**src/rtl/alu_exec_stage_pkg.sv**
```systemverilog
// ALU execute stage: shared opcode and flag definitions.
// Imported by the interface, the OR sub-module and the stage top.
package alu_exec_stage_pkg;

   localparam int OP_W = 3;

   typedef enum logic [OP_W-1:0] {
      OP_AND  = 3'b000,
      OP_OR   = 3'b001,
      OP_XOR  = 3'b010,
      OP_NOR  = 3'b011,
      OP_ADD  = 3'b100,
      OP_SUB  = 3'b101,
      OP_SLT  = 3'b110,
      OP_SLTU = 3'b111
   } op_e;

   typedef struct packed {
      logic zf;
      logic nf;
      logic cf;
      logic vf;
   } flags_t;

   localparam flags_t FLAGS_CLR = '{zf: 1'b0, nf: 1'b0, cf: 1'b0, vf: 1'b0};

endpackage

```
**src/rtl/alu_exec_stage_if.sv**
```systemverilog
// ALU execute stage: issue/result handshake bundle.
// master = upstream/downstream side, slave = the stage.
interface alu_exec_stage_if
   import alu_exec_stage_pkg::*;
#(
   parameter int WIDTH = 32,
   parameter int CNT_W = 16
);

   logic             in_valid;
   logic             in_ready;
   logic [OP_W-1:0]  op;
   logic [WIDTH-1:0] a;
   logic [WIDTH-1:0] b;
   logic             out_valid;
   logic             out_ready;
   logic [WIDTH-1:0] y;
   logic             zf;
   logic             nf;
   logic             cf;
   logic             vf;
   logic [CNT_W-1:0] op_count;

   modport master (
      output in_valid, op, a, b, out_ready,
      input  in_ready, out_valid, y, zf, nf, cf, vf, op_count
   );

   modport slave (
      input  in_valid, op, a, b, out_ready,
      output in_ready, out_valid, y, zf, nf, cf, vf, op_count
   );

endinterface

```
**src/rtl/alu_exec_stage_or32.sv**
```systemverilog
// ALU execute stage: 32-bit OR datapath block.
// Purely combinational; used for the OR opcode path.
module or32
   import alu_exec_stage_pkg::*;
(
   input  logic [31:0] a_i,
   input  logic [31:0] b_i,
   output logic [31:0] y_o
);

   assign y_o = a_i | b_i;

endmodule

```
**src/rtl/alu_exec_stage.sv**
```systemverilog
// ALU execute stage: one-entry result register with valid/ready.
// Computes logic/arith/compare ops and flags, counts accepts.
module alu_exec_stage
   import alu_exec_stage_pkg::*;
#(
   parameter int WIDTH = 32,
   parameter int CNT_W = 16
) (
   input logic              clk,
   input logic              rst_n,
   alu_exec_stage_if.slave  bus
);

   localparam int MSB = WIDTH - 1;

   op_e              op;
   logic             accept;
   logic             sub;
   logic [WIDTH-1:0] b_op;
   logic [WIDTH:0]   sum;
   logic             ovf;
   logic             slt;
   logic             sltu;
   logic [WIDTH-1:0] or_y;
   logic [WIDTH-1:0] res;
   flags_t           res_f;

   logic [WIDTH-1:0] y_d,   y_q;
   flags_t           flg_d, flg_q;
   logic             vld_d, vld_q;
   logic [CNT_W-1:0] cnt_d, cnt_q;

   assign op     = op_e'(bus.op);
   assign accept = bus.in_valid && bus.in_ready;

   // A slot frees up when empty or when the held result drains now.
   assign bus.in_ready = !vld_q || bus.out_ready;

   // Shared adder: SUB reuses it as a + ~b + 1.
   assign sub  = (op == OP_SUB);
   assign b_op = sub ? ~bus.b : bus.b;
   assign sum  = {1'b0, bus.a} + {1'b0, b_op} + {{WIDTH{1'b0}}, sub};
   assign ovf  = (bus.a[MSB] == b_op[MSB]) && (sum[MSB] != bus.a[MSB]);
   assign slt  = $signed(bus.a) < $signed(bus.b);
   assign sltu = bus.a < bus.b;

   generate
      if (WIDTH == 32) begin : g_or32
         or32 u_or (
            .a_i (bus.a),
            .b_i (bus.b),
            .y_o (or_y)
         );
      end else begin : g_or_inline
         assign or_y = bus.a | bus.b;
      end
   endgenerate

   // Result mux and flag generation for the op being issued.
   always_comb begin
      res      = '0;
      res_f    = FLAGS_CLR;
      case (op)
         OP_AND:  res = bus.a & bus.b;
         OP_OR:   res = or_y;
         OP_XOR:  res = bus.a ^ bus.b;
         OP_NOR:  res = ~(bus.a | bus.b);
         OP_ADD,
         OP_SUB: begin
            res      = sum[MSB:0];
            res_f.cf = sum[WIDTH];
            res_f.vf = ovf;
         end
         OP_SLT:  res = {{(WIDTH-1){1'b0}}, slt};
         OP_SLTU: res = {{(WIDTH-1){1'b0}}, sltu};
         default: res = '0;
      endcase
      res_f.zf = (res == '0);
      res_f.nf = res[MSB];
   end

   // Next state: load on accept, drop valid on drain, saturate count.
   always_comb begin
      y_d   = y_q;
      flg_d = flg_q;
      vld_d = vld_q;
      cnt_d = cnt_q;
      if (accept) begin
         y_d   = res;
         flg_d = res_f;
         vld_d = 1'b1;
         if (cnt_q != '1) begin
            cnt_d = cnt_q + 1'b1;
         end
      end else if (bus.out_ready) begin
         vld_d = 1'b0;
      end
   end

   // Result register, valid bit and accept counter.
   always_ff @(posedge clk or negedge rst_n) begin
      if (!rst_n) begin
         y_q   <= '0;
         flg_q <= FLAGS_CLR;
         vld_q <= 1'b0;
         cnt_q <= '0;
      end else begin
         y_q   <= y_d;
         flg_q <= flg_d;
         vld_q <= vld_d;
         cnt_q <= cnt_d;
      end
   end

   assign bus.out_valid = vld_q;
   assign bus.y         = y_q;
   assign bus.zf        = flg_q.zf;
   assign bus.nf        = flg_q.nf;
   assign bus.cf        = flg_q.cf;
   assign bus.vf        = flg_q.vf;
   assign bus.op_count  = cnt_q;

endmodule
```
**src/flat_wrapper.sv**
```systemverilog
// flat-port wrapper written by rule: the top's interface ports become plain ports
module alu_exec_stage_flat import alu_exec_stage_pkg::*;
#(
   parameter int WIDTH = 32,
   parameter int CNT_W = 16
)
  (clk, rst_n, bus_in_valid, bus_op, bus_a, bus_b, bus_out_ready, bus_in_ready, bus_out_valid, bus_y, bus_zf, bus_nf, bus_cf, bus_vf, bus_op_count);
  alu_exec_stage_if #(.WIDTH(WIDTH), .CNT_W(CNT_W)) bus_i ();
  input logic clk;
  input logic rst_n;
  input wire logic [$bits(bus_i.in_valid)-1:0] bus_in_valid;
  input wire logic [$bits(bus_i.op)-1:0] bus_op;
  input wire logic [$bits(bus_i.a)-1:0] bus_a;
  input wire logic [$bits(bus_i.b)-1:0] bus_b;
  input wire logic [$bits(bus_i.out_ready)-1:0] bus_out_ready;
  output wire logic [$bits(bus_i.in_ready)-1:0] bus_in_ready;
  output wire logic [$bits(bus_i.out_valid)-1:0] bus_out_valid;
  output wire logic [$bits(bus_i.y)-1:0] bus_y;
  output wire logic [$bits(bus_i.zf)-1:0] bus_zf;
  output wire logic [$bits(bus_i.nf)-1:0] bus_nf;
  output wire logic [$bits(bus_i.cf)-1:0] bus_cf;
  output wire logic [$bits(bus_i.vf)-1:0] bus_vf;
  output wire logic [$bits(bus_i.op_count)-1:0] bus_op_count;
  assign bus_i.in_valid = bus_in_valid;
  assign bus_i.op = bus_op;
  assign bus_i.a = bus_a;
  assign bus_i.b = bus_b;
  assign bus_i.out_ready = bus_out_ready;
  assign bus_in_ready = bus_i.in_ready;
  assign bus_out_valid = bus_i.out_valid;
  assign bus_y = bus_i.y;
  assign bus_zf = bus_i.zf;
  assign bus_nf = bus_i.nf;
  assign bus_cf = bus_i.cf;
  assign bus_vf = bus_i.vf;
  assign bus_op_count = bus_i.op_count;
  alu_exec_stage #(.WIDTH(WIDTH), .CNT_W(CNT_W)) u_core (.clk(clk), .rst_n(rst_n), .bus(bus_i));
endmodule
```
**config.mk**
```make
export PLATFORM = sky130hd
export DESIGN_NAME = alu_exec_stage_flat
export DESIGN_NICKNAME = d
export VERILOG_FILES = /design/src/rtl/alu_exec_stage_pkg.sv /design/src/rtl/alu_exec_stage_if.sv /design/src/rtl/alu_exec_stage_or32.sv /design/src/rtl/alu_exec_stage.sv /design/src/flat_wrapper.sv
export SDC_FILE = /design/constraint.sdc
export NUM_CORES = 1
export LEC_CHECK = 0
export CAP_MARGIN = 20
export CORE_UTILIZATION = 58
export CTS_BUF_LIST = sky130_fd_sc_hd__clkbuf_4 sky130_fd_sc_hd__clkbuf_8 sky130_fd_sc_hd__clkbuf_16
export DETAILED_ROUTE_END_ITERATION = 7
export PLACE_DENSITY = 0.86
export REMOVE_ABC_BUFFERS = 1
export SLEW_MARGIN = 0
export SYNTH_ARGS = -nofsm -noshare
export SYNTH_HDL_FRONTEND = slang
export SYNTH_SLANG_ARGS = --single-unit
```
**constraint.sdc**
```tcl
create_clock -name clk -period 7.24 [get_ports clk]
set_input_delay 1.448 -clock clk [delete_from_list [all_inputs] [get_ports clk]]
set_output_delay 1.448 -clock clk [all_outputs]
set_load 0.005 [all_outputs]
```
* Word level (Yosys, flattened, before mapping) *
Cells that the tools add are included.

word-level totals
  register bits = 53
  output and inout port bits = 54
  word-level logic and storage cells = 41

cells by class
  add/sub/neg operators = 3
  order comparisons = 2
  equality and inequality tests = 10
  muxes and demuxes = 5
  bitwise logic cells = 5
  reductions and logical operators = 9

operators with widths
  operator                                              count
  one-hot mux 32 bit (7 select lines)                   1
  less-than comparator 32 bit                           2
  inverter 32 bit                                       2
  adder 32 x 32 -> 33 bit                               1
  adder 33 x 1 -> 33 bit                                1
  AND 32 bit                                            1
  zero test 32 bit                                      1
  two-way mux 32 bit                                    1
  bitwise OR 32 bit                                     1
  XOR 32 bit                                            1
  adder 16 x 1 -> 16 bit (second input constant)        1
  inequality test 16 bit (second input constant)        1
  equality test 3 bit (second input constant)           4
  equality test 3 x 2 -> 1 bit (second input constant)  2
  equality test 3 x 1 -> 1 bit (second input constant)  1
  zero test 3 bit                                       1
  logical AND 1 bit                                     2
  two-way mux 1 bit                                     2
  two-way mux 2 bit                                     1
  AND reduction 2 bit                                   1
  nonzero test 2 bit                                    1
  OR reduction 2 bit                                    1
  equality test 1 bit                                   1
  zero test 1 bit                                       1
  other kinds (2)                                       2

* Depth between registers and ports, before layout *
Gate-level depths: netlist (run 1).

  word-level depth = 7
  depth in mapped cells = 21
  gate-level depth less buffers = 16

* By module *
A second synthesis (run 1) with hierarchy kept.

second synthesis, totals
  cell total of the unflattened synthesis = 872
  area, all modules = 7429.6 um^2

modules (own cells, without submodules)
  module          times used  cells each  area each (um^2)
  alu_exec_stage  1           840         7229.4
  or32            1           32          200.2

* Worst setup path before layout (run 1) *
No wires, ideal clock.

  path type = input port to flip-flop
  start = input port bus_op[1]
  end = register u_core.flg_q, in the netlist u_core.bus.zf
  setup time = 104 ps
  data arrival time = 5938 ps
  data required time = 7136 ps
  setup slack = 1198 ps
  stages on the path = 20
  path buffers = 6
  cells stage by stage = buf_6 > buf_12 > buf_4 > nor2_1 > clkbuf_1 > buf_1 > nand2_1 > buf_1 > xnor2_1 > ha_1 > nand2_1 > o41ai_1 > nor3_1 > xnor2_1 > a22oi_1 > nand4_1 > or4_1 > a2111oi_2 > nand4b_1 > o41ai_2

between the ends
  cells in the longest elaborated chain, start to end = 6
  elaborated cells on any way between the ends = 14
  those cells by class = 2 x add/sub; 7 x eq/ne; 2 x mux; 3 x reduce/logical

RTL lines
  element                                line                                        RTL
  start: declaration                     flat_wrapper.sv:12                          input wire logic [$bits(bus_i.op)-1:0] bus_op;
  equality test 3 bit                    alu_exec_stage.sv:40, alu_exec_stage.sv:63
  two-way mux 32 bit                     alu_exec_stage.sv:41                        assign b_op = sub ? ~bus.b : bus.b;
  adder 32 x 32 -> 33 bit                alu_exec_stage.sv:42                        assign sum = {1'b0, bus.a} + {1'b0, b_op} + {{WIDTH{1'b0}}, sub};
  adder 33 x 1 -> 33 bit                 alu_exec_stage.sv:42
  one-hot mux 32 bit (7 select lines) *  alu_exec_stage.sv:63                        case (op)
  zero test 32 bit *                     alu_exec_stage.sv:78                        res_f.zf = (res == '0);
  end signal: assignment                 alu_exec_stage.sv:109                       flg_q <= flg_d;
  end: declaration                       alu_exec_stage.sv:29                        flags_t flg_d, flg_q;

Every way passes the cells marked *; elsewhere a longest branch is shown, timed or not.
A chain may end at the register's enable or synchronous reset.

* Worst setup path after layout (run 1) *
  start = input port bus_op[2]
  end = register u_core.flg_q, in the netlist u_core.bus.zf

The elaborated chain is that of the path after synthesis.

==> out/summary.log, run 1 <==
INFO  sta            timing.final.crit_period=6101ps
INFO  power_and_ir_drop power.static_leakage=4.156nW
INFO  synth          yosys_most_used_dff=dfrtp_1
INFO  floorplanning  die_width=114.1µm
INFO  floorplanning  core_area=12110µm²
INFO  final_layout   layout.core_utilization=72.57%
INFO  clock_network  ctsResizeCount=0
INFO  routing        first_pass_iters=8
INFO  run_status     status=finished, final reports clean
INFO  final_layout   post_route_cells_drive_above_1_share=4.505%
INFO  sta            worst_pin_slew=764.7ps
INFO  synth          most_repeated_cell_in_the_gate_level_netlist_after_synthesis=ha_1
INFO  clock_network  clock-root-buffer=clkbuf_16
INFO  routing        drcViolationCount=0
INFO  setup_path     crit_path_start=bus_op[2]
INFO  routing        drt-vias-per-instance=5.943
INFO  sta            period_utilization_post_route=84.26%
INFO  global_routing global_route_wire_length_before_repair=33.35mm
INFO  routing        drtAntennaViolNets=0
INFO  synth          yosys_warnings=0
INFO  clock_network  cts_tree=done
INFO  sta            report.final.hold_viol_count=0
INFO  sta            grt_setup_unrepaired=no
INFO  synth          synth_top_area_share=23.33%
INFO  synth          yosysTopAreaCell=ha_1
INFO  synth          synth_seq_area_share=17.84%
INFO  setup_path     r2r_slack=3960ps
INFO  worst_hold_path holdCritPathClass=flip-flop to flip-flop
INFO  global_routing aggregate_global_route_resource_usage=32.19%
INFO  final_layout   final-instance-count-excl-fill=1167
INFO  clock_network  clk_path_buf_depth=2
INFO  placement      postPlaceCellArea=8637µm²
INFO  setup_path     sort_of_element_at_the_start_of_the_critical_path=input port
INFO  synth          cells_taking_the_most_area_after_synthesis=ha_1, dfrtp_1, xnor2_1
INFO  placement      post-dp-hpwl=16.32mm
INFO  setup_path     top_delay_family_on_crit_path=simple AND/OR/NAND/NOR gates
INFO  synth          mappedNetlistArea=7293µm²
INFO  synth          yosys-top-cells-count=ha_1, nand2_1, inv_1
INFO  global_routing vias_in_the_first_global_route=6705
INFO  setup_path     ff2ff_path_depth=11
INFO  synth          synth.distinct_cells=68
INFO  global_routing grt_start_max_net_pins=64
INFO  setup_path     rr_endpoint=u_core.bus.zf$_DFFE_PN0P_
INFO  routing        routed_wl=20.39mm
INFO  clock_network  clock_insertion_delay_worst_skew=300ps
INFO  setup_path     end_kind=flip-flop
INFO  floorplanning  chip_height=114.1µm
INFO  final_layout   nets=1206
INFO  sta            finalSetupViolations=0
INFO  sta            clock.fmax=0.1639GHz
INFO  floorplanning  floorplan.die_area=13030µm²
INFO  placement      number_of_instances_in_the_placed_design=1159
INFO  final_layout   antenna_cells=0
INFO  run            cap_viol_max_count=0
INFO  synth          edff_count_synth=0
INFO  setup_path     path_depth=18
INFO  final_layout   area.growth.synth_to_final=20.52%
INFO  setup_path     worst_setup_path_endpoint=u_core.bus.zf$_DFFE_PN0P_
INFO  floorplanning  ios=125
INFO  worst_hold_path timing.hold.worst_path_depth=2
INFO  clock_network  maximum_level_of_the_cts_h_tree=2
INFO  placement      io_buffer_count=124
INFO  power_and_ir_drop power_per_cell_area=151.5nW/µm²
INFO  synth          syn-mean-instance-area=8.158µm²
INFO  placement      gpl.final_weighted_congestion=1.042
INFO  synth          syn_inst=894
INFO  sta            max_slew_violations=0
INFO  clock_network  cts_made_buffers=5
INFO  setup_path     criticalPathCategory=input port to flip-flop
INFO  synth          async_s_r_ff_share_synth=100.0%
INFO  setup_path     max_stage_delay=500ps
INFO  power_and_ir_drop post-layout-total-power=1.332mW
INFO  setup_path     cp_max_stage_cell=clkdlybuf4s50_1
INFO  floorplanning  std_cell_rows=40
INFO  sta            fin_setup_tns=0ps
INFO  routing        drt_iter0_markers=571
INFO  floorplanning  floorplan.initialDensity=60.22%
INFO  setup_path     ordered_cell_list_for_the_critical_path=clkdlybuf4s50_1 -> clkinv_1 -> nor2_2 -> buf_4 -> nand2_2 -> xnor2_1 -> inv_1 -> fa_1 -> nand2b_1 -> a211oi_1 -> nor2_1 -> o211ai_1 -> xnor2_1 -> o211ai_1 -> or4_1 -> a2111oi_2 -> nand4b_1 -> o41ai_2
INFO  clock_network  cts.clk_slew.worst_paths=80ps
INFO  power_and_ir_drop worst_ir_drop_vdd=0.1259mV
INFO  setup_path     timing.critical_path.fanout_max=25
INFO  routing        wirelength_per_cell=17.47µm
INFO  clock_network  clock_sinks=52
INFO  setup_path     worstReg2RegStart=u_core.bus.out_valid$_DFFE_PN0P_
INFO  synth          synth-seq-cells=52
INFO  sta            timing.clock.skew=10.03ps
INFO  routing        via_count=6935
INFO  setup_path     worst_ep_required_time=7430ps
INFO  global_routing antenna_violations_before_repair=0
INFO  setup_path     crit_arrival=6300ps
INFO  global_routing globalRoute.totalOverflow=0
INFO  sta            relSlewSlack=48.55%
INFO  clock_network  cts.hold.buffers_added=0
INFO  clock_network  postCtsSetupRepairBufs=0
INFO  setup_path     worst-path-buf-inv=4
INFO  final_layout   post-route-cell-area=8790µm²
[power breakdown]
group | leakage (nW) | switching [mW] | internal (mW)
Sequential | 0.665 | 0.0446 | 0.342
Combinational | 3.42 | 0.359 | 0.330
Clock | 0.0719 | 0.125 | 0.132
Total | 4.16 | 0.528 | 0.804
[per-layer routing]
layer,GRT usage (%),vias to the layer above,routed length (µm)
li1,-,3322,-
met1,42.03,3269,8738
met2,54.59,296,9646
met3,4.923,48,1490
met4,10.22,0,512
met5,0,-,0
[worst reg2reg max path: cells and delay by family, from the launching register on]
kind	cells	cell delay [ps]
buffers and inverters	1	310
and+or+nand+nor	5	1040
AOI/OAI and AO/OA	5	1460
DFF	1	380
[state kept, by name (all words and copies together) (netlist names)]
| signal | cells |
|---|---|
| u_core.bus.cf | 1 |
| u_core.bus.zf | 1 |
| u_core.bus.nf | 1 |
| u_core.bus.y | 31 |
| u_core.bus.op_count | 16 |
| u_core.bus.out_valid | 1 |
| u_core.bus.vf | 1 |
[kinds of logic after synthesis]
logic type,Yosys count,share of synthesized area [%]
flip-flops,52,17.84
AO/OA/AOI/OAI,218,19.92
AND/OR/NAND/NOR,229,14.57
adder cells (fa/ha/maj),137,23.61
multiplexers,33,4.649
XOR/XNOR,104,12.59
buffers and inverters,121,6.828
[worst min path at each step]
stage	slack (ps)	to	start
finish	480	u_core.bus.vf$_DFFE_PN0P_	u_core.bus.vf$_DFFE_PN0P_
global route	500	u_core.bus.y[3]$_DFFE_PN0P_	u_core.bus.y[3]$_DFFE_PN0P_
CTS	480	u_core.bus.vf$_DFFE_PN0P_	u_core.bus.vf$_DFFE_PN0P_
detailed placement	460	u_core.bus.vf$_DFFE_PN0P_	u_core.bus.vf$_DFFE_PN0P_
global placement	460	u_core.bus.vf$_DFFE_PN0P_	u_core.bus.vf$_DFFE_PN0P_
floorplan	470	u_core.bus.vf$_DFFE_PN0P_	u_core.bus.vf$_DFFE_PN0P_
[layout by cell type, fill, tap and decap left out, types with 3 or more instances in the layout]
cell type / count
o22ai_1: 6
nor2_1: 59
o21ai_0: 53
or3_1: 3
xor2_1: 31
a21o_1: 16
a21oi_1: 51
o211ai_1: 8
o21bai_1: 4
clkbuf_16: 5
mux2_2: 7
and2_1: 3
o21a_1: 5
nand3_1: 13
ha_1: 136
a31o_2: 4
nor3b_1: 3
a22oi_1: 5
o2111ai_1: 3
clkdlybuf4s50_1: 122
nor3_1: 14
nor2b_1: 11
mux2i_1: 26
o41ai_1: 4
a211oi_1: 22
inv_1: 82
nand4_1: 9
nand2b_1: 8
nor4_1: 6
a31oi_1: 5
a2111oi_2: 3
and3_1: 5
dfrtp_1: 52
nand2_1: 82
buf_4: 11
o31ai_1: 3
xnor2_1: 72
o221a_2: 4
[area by class of cell]
type	instances	area [µm²]
Tap cell	168	210.2
Clock inverter	3	27.53
Timing Repair Buffer	134	1309
Inverter	84	315.3
Clock buffer	5	125.1
Multi-Input combinational cell	721	5502
Fill cell	987	3322
Sequential cell	52	1301
[stage by stage]
step           hold slack, ps  worst slack, ps
2_1_floorplan           467.3            175.2
3_3_place_gp            459.1             1044
3_5_place_dp            459.9            878.2
4_1_cts                 479.1             1194
5_1_grt                 503.9            734.3
6_report                476.1             1139
Power figures use the tool's default switching activity.
==> run 2: changes to the inputs <==
--- a/config.mk
+++ b/config.mk
@@ -6,10 +6,10 @@
 export NUM_CORES = 1
 export LEC_CHECK = 0
 export CAP_MARGIN = 20
-export CORE_UTILIZATION = 58
+export CORE_UTILIZATION = 55
 export CTS_BUF_LIST = sky130_fd_sc_hd__clkbuf_4 sky130_fd_sc_hd__clkbuf_8 sky130_fd_sc_hd__clkbuf_16
 export DETAILED_ROUTE_END_ITERATION = 7
-export PLACE_DENSITY = 0.86
+export PLACE_DENSITY = 0.82
 export REMOVE_ABC_BUFFERS = 1
 export SLEW_MARGIN = 0
 export SYNTH_ARGS = -nofsm -noshare
==> constraint.sdc (replaced) <==
create_clock -name clk -period 6.1 [get_ports clk]
set_input_delay 1.22 -clock clk [delete_from_list [all_inputs] [get_ports clk]]
set_output_delay 1.22 -clock clk [all_outputs]
set_load 0.005 [all_outputs]
==> run 2 against run 1 <==
- setup slack worse by 400 ps
- clock skew up 3.4 ps
- sequential share of layout area is essentially flat
- worst hold slack better by 6.9 ps
- critical path type unchanged
==> out/summary.log, run 2 (synthesis results as in run 1) <==
INFO  final_layout   antenna_cells=0 [unchanged]
INFO  floorplanning  core_area=12770µm² [was 12110 µm²]
INFO  sta            finalSetupViolations=0 [unchanged]
INFO  placement      postPlaceCellArea=8657µm² [was 8637 µm²]
INFO  sta            timing.clock.skew=13.45ps [was 10.03 ps]
INFO  power_and_ir_drop power_per_cell_area=181.5nW/µm² [was 151.5 nW/µm²]
INFO  clock_network  maximum_level_of_the_cts_h_tree=2 [unchanged]
INFO  floorplanning  die_width=117.2µm [was 114.1 µm]
INFO  routing        routed_wl=20.97mm [was 20.39 mm]
INFO  final_layout   area.growth.synth_to_final=20.79% [was 20.52%]
INFO  setup_path     criticalPathCategory=input port to flip-flop [unchanged]
INFO  final_layout   post-route-cell-area=8810µm² [was 8790 µm²]
INFO  sta            timing.final.crit_period=5356ps
INFO  clock_network  cts.hold.buffers_added=0 [unchanged]
INFO  sta            worst_pin_slew=797.2ps [was 764.7 ps]
INFO  power_and_ir_drop p_int=0.9555mW [was 0.8040 mW]
INFO  setup_path     worst_ep_required_time=6310ps [was 7430 ps]
INFO  sta            period_utilization_post_route=87.81%
INFO  floorplanning  ios=125 [unchanged]
INFO  setup_path     worstReg2RegStart=u_core.bus.out_valid$_DFFE_PN0P_ [unchanged]
INFO  worst_hold_path holdCritPathClass=flip-flop to flip-flop [unchanged]
INFO  setup_path     timing.critical_path.fanout_max=29 [was 25]
INFO  global_routing antenna_violations_before_repair=0 [unchanged]
INFO  routing        drtAntennaViolNets=0 [unchanged]
INFO  final_layout   largest_reg_flops=31 [unchanged]
INFO  power_and_ir_drop power.clock.fraction=19.9% [was 19.3%]
INFO  power_and_ir_drop seq_power_share=28.6% [was 29.0%]
INFO  setup_path     end_kind=flip-flop [unchanged]
INFO  routing        drcViolationCount=0 [unchanged]
INFO  sta            fin_worst_hold_slack=482.9ps [was 476.1 ps]
INFO  placement      number_of_instances_in_the_placed_design=1165 [was 1159]
INFO  clock_network  clock_sinks=52 [unchanged]
INFO  power_and_ir_drop post-layout-total-power=1.599mW [was 1.332 mW]
INFO  sta            report.final.hold_viol_count=0 [unchanged]
INFO  clock_network  postCtsSetupRepairBufs=0 [unchanged]
INFO  final_layout   mostFrequentLayoutCells=ha_1, clkdlybuf4s50_1, inv_1, nand2_1, xnor2_1 [unchanged]
INFO  clock_network  clock-root-buffer=clkbuf_16 [unchanged]
INFO  clock_network  cts_made_buffers=5 [unchanged]
INFO  sta            relSlewSlack=46.37% [was 48.55%]
INFO  global_routing globalRoute.totalOverflow=0 [unchanged]
INFO  setup_path     r2r_slack=3090ps [was 3960 ps]
INFO  global_routing vias_in_the_first_global_route=6567 [was 6705]
INFO  placement      io_buffer_count=124 [unchanged]
INFO  setup_path     crit_arrival=5570ps [was 6300 ps]
INFO  clock_network  ctsResizeCount=0 [unchanged]
INFO  placement      gpl.final_weighted_congestion=1.011 [was 1.042]
INFO  routing        drt-vias-per-instance=5.914 [was 5.943]
INFO  floorplanning  chip_height=117.2µm [was 114.1 µm]
INFO  power_and_ir_drop worst_ir_drop_vdd=0.1288mV [was 0.1259 mV]
INFO  setup_path     ff2ff_path_depth=10 [was 11]
INFO  clock_network  clk_path_buf_depth=2 [unchanged]
INFO  setup_path     worst_setup_path_endpoint=u_core.bus.zf$_DFFE_PN0P_ [unchanged]
INFO  final_layout   final-instance-count-excl-fill=1173 [was 1167]
INFO  run            cap_viol_max_count=0 [unchanged]
INFO  clock_network  cts.clk_slew.worst_paths=80ps [about the same]
INFO  floorplanning  std_cell_rows=41 [was 40]
INFO  floorplanning  floorplan.die_area=13730µm² [was 13030 µm²]
INFO  sta            fin_setup_tns=0ps [unchanged]
INFO  final_layout   post_route_cells_drive_above_1_share=4.695% [was 4.505%]
INFO  global_routing global_route_wire_length_before_repair=33.00mm [was 33.35 mm]
INFO  sta            max_slew_violations=0 [unchanged]
INFO  placement      post-dp-hpwl=16.38mm [was 16.32 mm]
INFO  routing        drt_iter0_markers=599 [was 571]
INFO  power_and_ir_drop switching_share=40.24% [was 39.64%]
INFO  setup_path     sort_of_element_at_the_start_of_the_critical_path=input port [unchanged]
INFO  sta            clock.fmax=0.1867GHz
INFO  setup_path     rr_endpoint=u_core.bus.zf$_DFFE_PN0P_ [unchanged]
INFO  clock_network  clock_insertion_delay_worst_skew=310ps [was 300 ps]
INFO  power_and_ir_drop switching_power=0.6435mW [was 0.5281 mW]
INFO  sta            grt_setup_unrepaired=no [unchanged]
INFO  global_routing aggregate_global_route_resource_usage=31.37% [was 32.19%]
INFO  global_routing grt_start_max_net_pins=63 [was 64]
INFO  clock_network  cts_tree=done [unchanged]
INFO  final_layout   final_common_cell=ha_1 [unchanged]
INFO  power_and_ir_drop power.static_leakage=4.165nW [was 4.156 nW]
INFO  final_layout   nets=1208 [was 1206]
INFO  routing        via_count=6937 [was 6935]
INFO  setup_path     crit_path_start=bus_op[2] [unchanged]
INFO  floorplanning  floorplan.initialDensity=57.10% [was 60.22%]
INFO  routing        first_pass_iters=5 [was 8]
INFO  power_and_ir_drop p_comb_share=51.6% [was 51.7%]
INFO  run_status     status=finished, final reports clean [unchanged]
INFO  routing        wirelength_per_cell=17.88µm [was 17.47 µm]
## run 2: cell types whose count changed in the layout (fill, tap and decap cells not counted)
| cell | previous run | this run |
|---|---|---|
| buf_4 | 11 | 13 |
## run 2: worst min-delay path by stage
stage | from | to | slack (ps) | cells past startpoint
5_1_grt | u_core.bus.op_count[9]$_DFFE_PN0P_ | u_core.bus.op_count[9]$_DFFE_PN0P_ | 510 | 1
2_1_floorplan | u_core.bus.vf$_DFFE_PN0P_ | u_core.bus.vf$_DFFE_PN0P_ | 470 | 2
6_report | u_core.bus.y[4]$_DFFE_PN0P_ | u_core.bus.y[4]$_DFFE_PN0P_ | 480 | 2
3_5_place_dp | u_core.bus.y[29]$_DFFE_PN0P_ | u_core.bus.y[29]$_DFFE_PN0P_ | 470 | 2
3_3_place_gp | u_core.bus.y[28]$_DFFE_PN0P_ | u_core.bus.y[28]$_DFFE_PN0P_ | 460 | 1
4_1_cts | u_core.bus.y[4]$_DFFE_PN0P_ | u_core.bus.y[4]$_DFFE_PN0P_ | 490 | 2
## run 2: cell type report
cell class / instances / area [µm²]
multi-input cells: 721 / 5502
fillers: 1068 / 3964
repair buffers: 136 / 1324
flip-flops and latches: 52 / 1301
inverters: 84 / 315.3
well taps: 172 / 215.2
clock buffers: 5 / 125.1
clock inverters: 3 / 27.53
## run 2: layer usage
| metal | vias up | GRT usage (%) | wire [µm] |
|---|---|---|---|
| li1 | 3323 | - | - |
| met5 | - | 0 | 0 |
| met1 | 3268 | 40.85 | 9091 |
| met2 | 293 | 52.67 | 9691 |
| met3 | 53 | 4.737 | 1538 |
| met4 | 0 | 11.22 | 650 |
## run 2: per-stage QoR
| step | utilization (%) | setup slack, ps |
|---|---|---|
| final | 68.97 | 743.7 |
| after global routing | 68.97 | 490.8 |
| after floorplan | - | -736.8 |
| after global placement | 67.77 | 603.7 |
| after detailed placement | 67.77 | 522.4 |
| after CTS | 68.97 | 795.1 |
## run 2: critical path, cell delays in order
cell	delay, ps
clkdlybuf4s50_1	490
clkinv_1	170
nor2_2	160
nand2_2	100
buf_4	300
xnor2_1	200
ha_1	380
nor2_1	80
a211oi_1	410
nor2_1	160
o211ai_1	370
xnor2_1	200
o211ai_1	100
or4_1	430
a2111oi_2	370
nand4b_1	180
o41ai_2	230
## run 2: power by group through the flow
| stage | clock [mW] | sequential [mW] | combinational [mW] |
|---|---|---|---|
| CTS | 0.316 | 0.456 | 0.816 |
| global route | 0.334 | 0.466 | 0.902 |
| floorplan | 0 | 0.460 | 0.451 |
| global placement | 0 | 0.460 | 0.800 |
| finish | 0.317 | 0.457 | 0.825 |
| detailed placement | 0 | 0.463 | 0.810 |
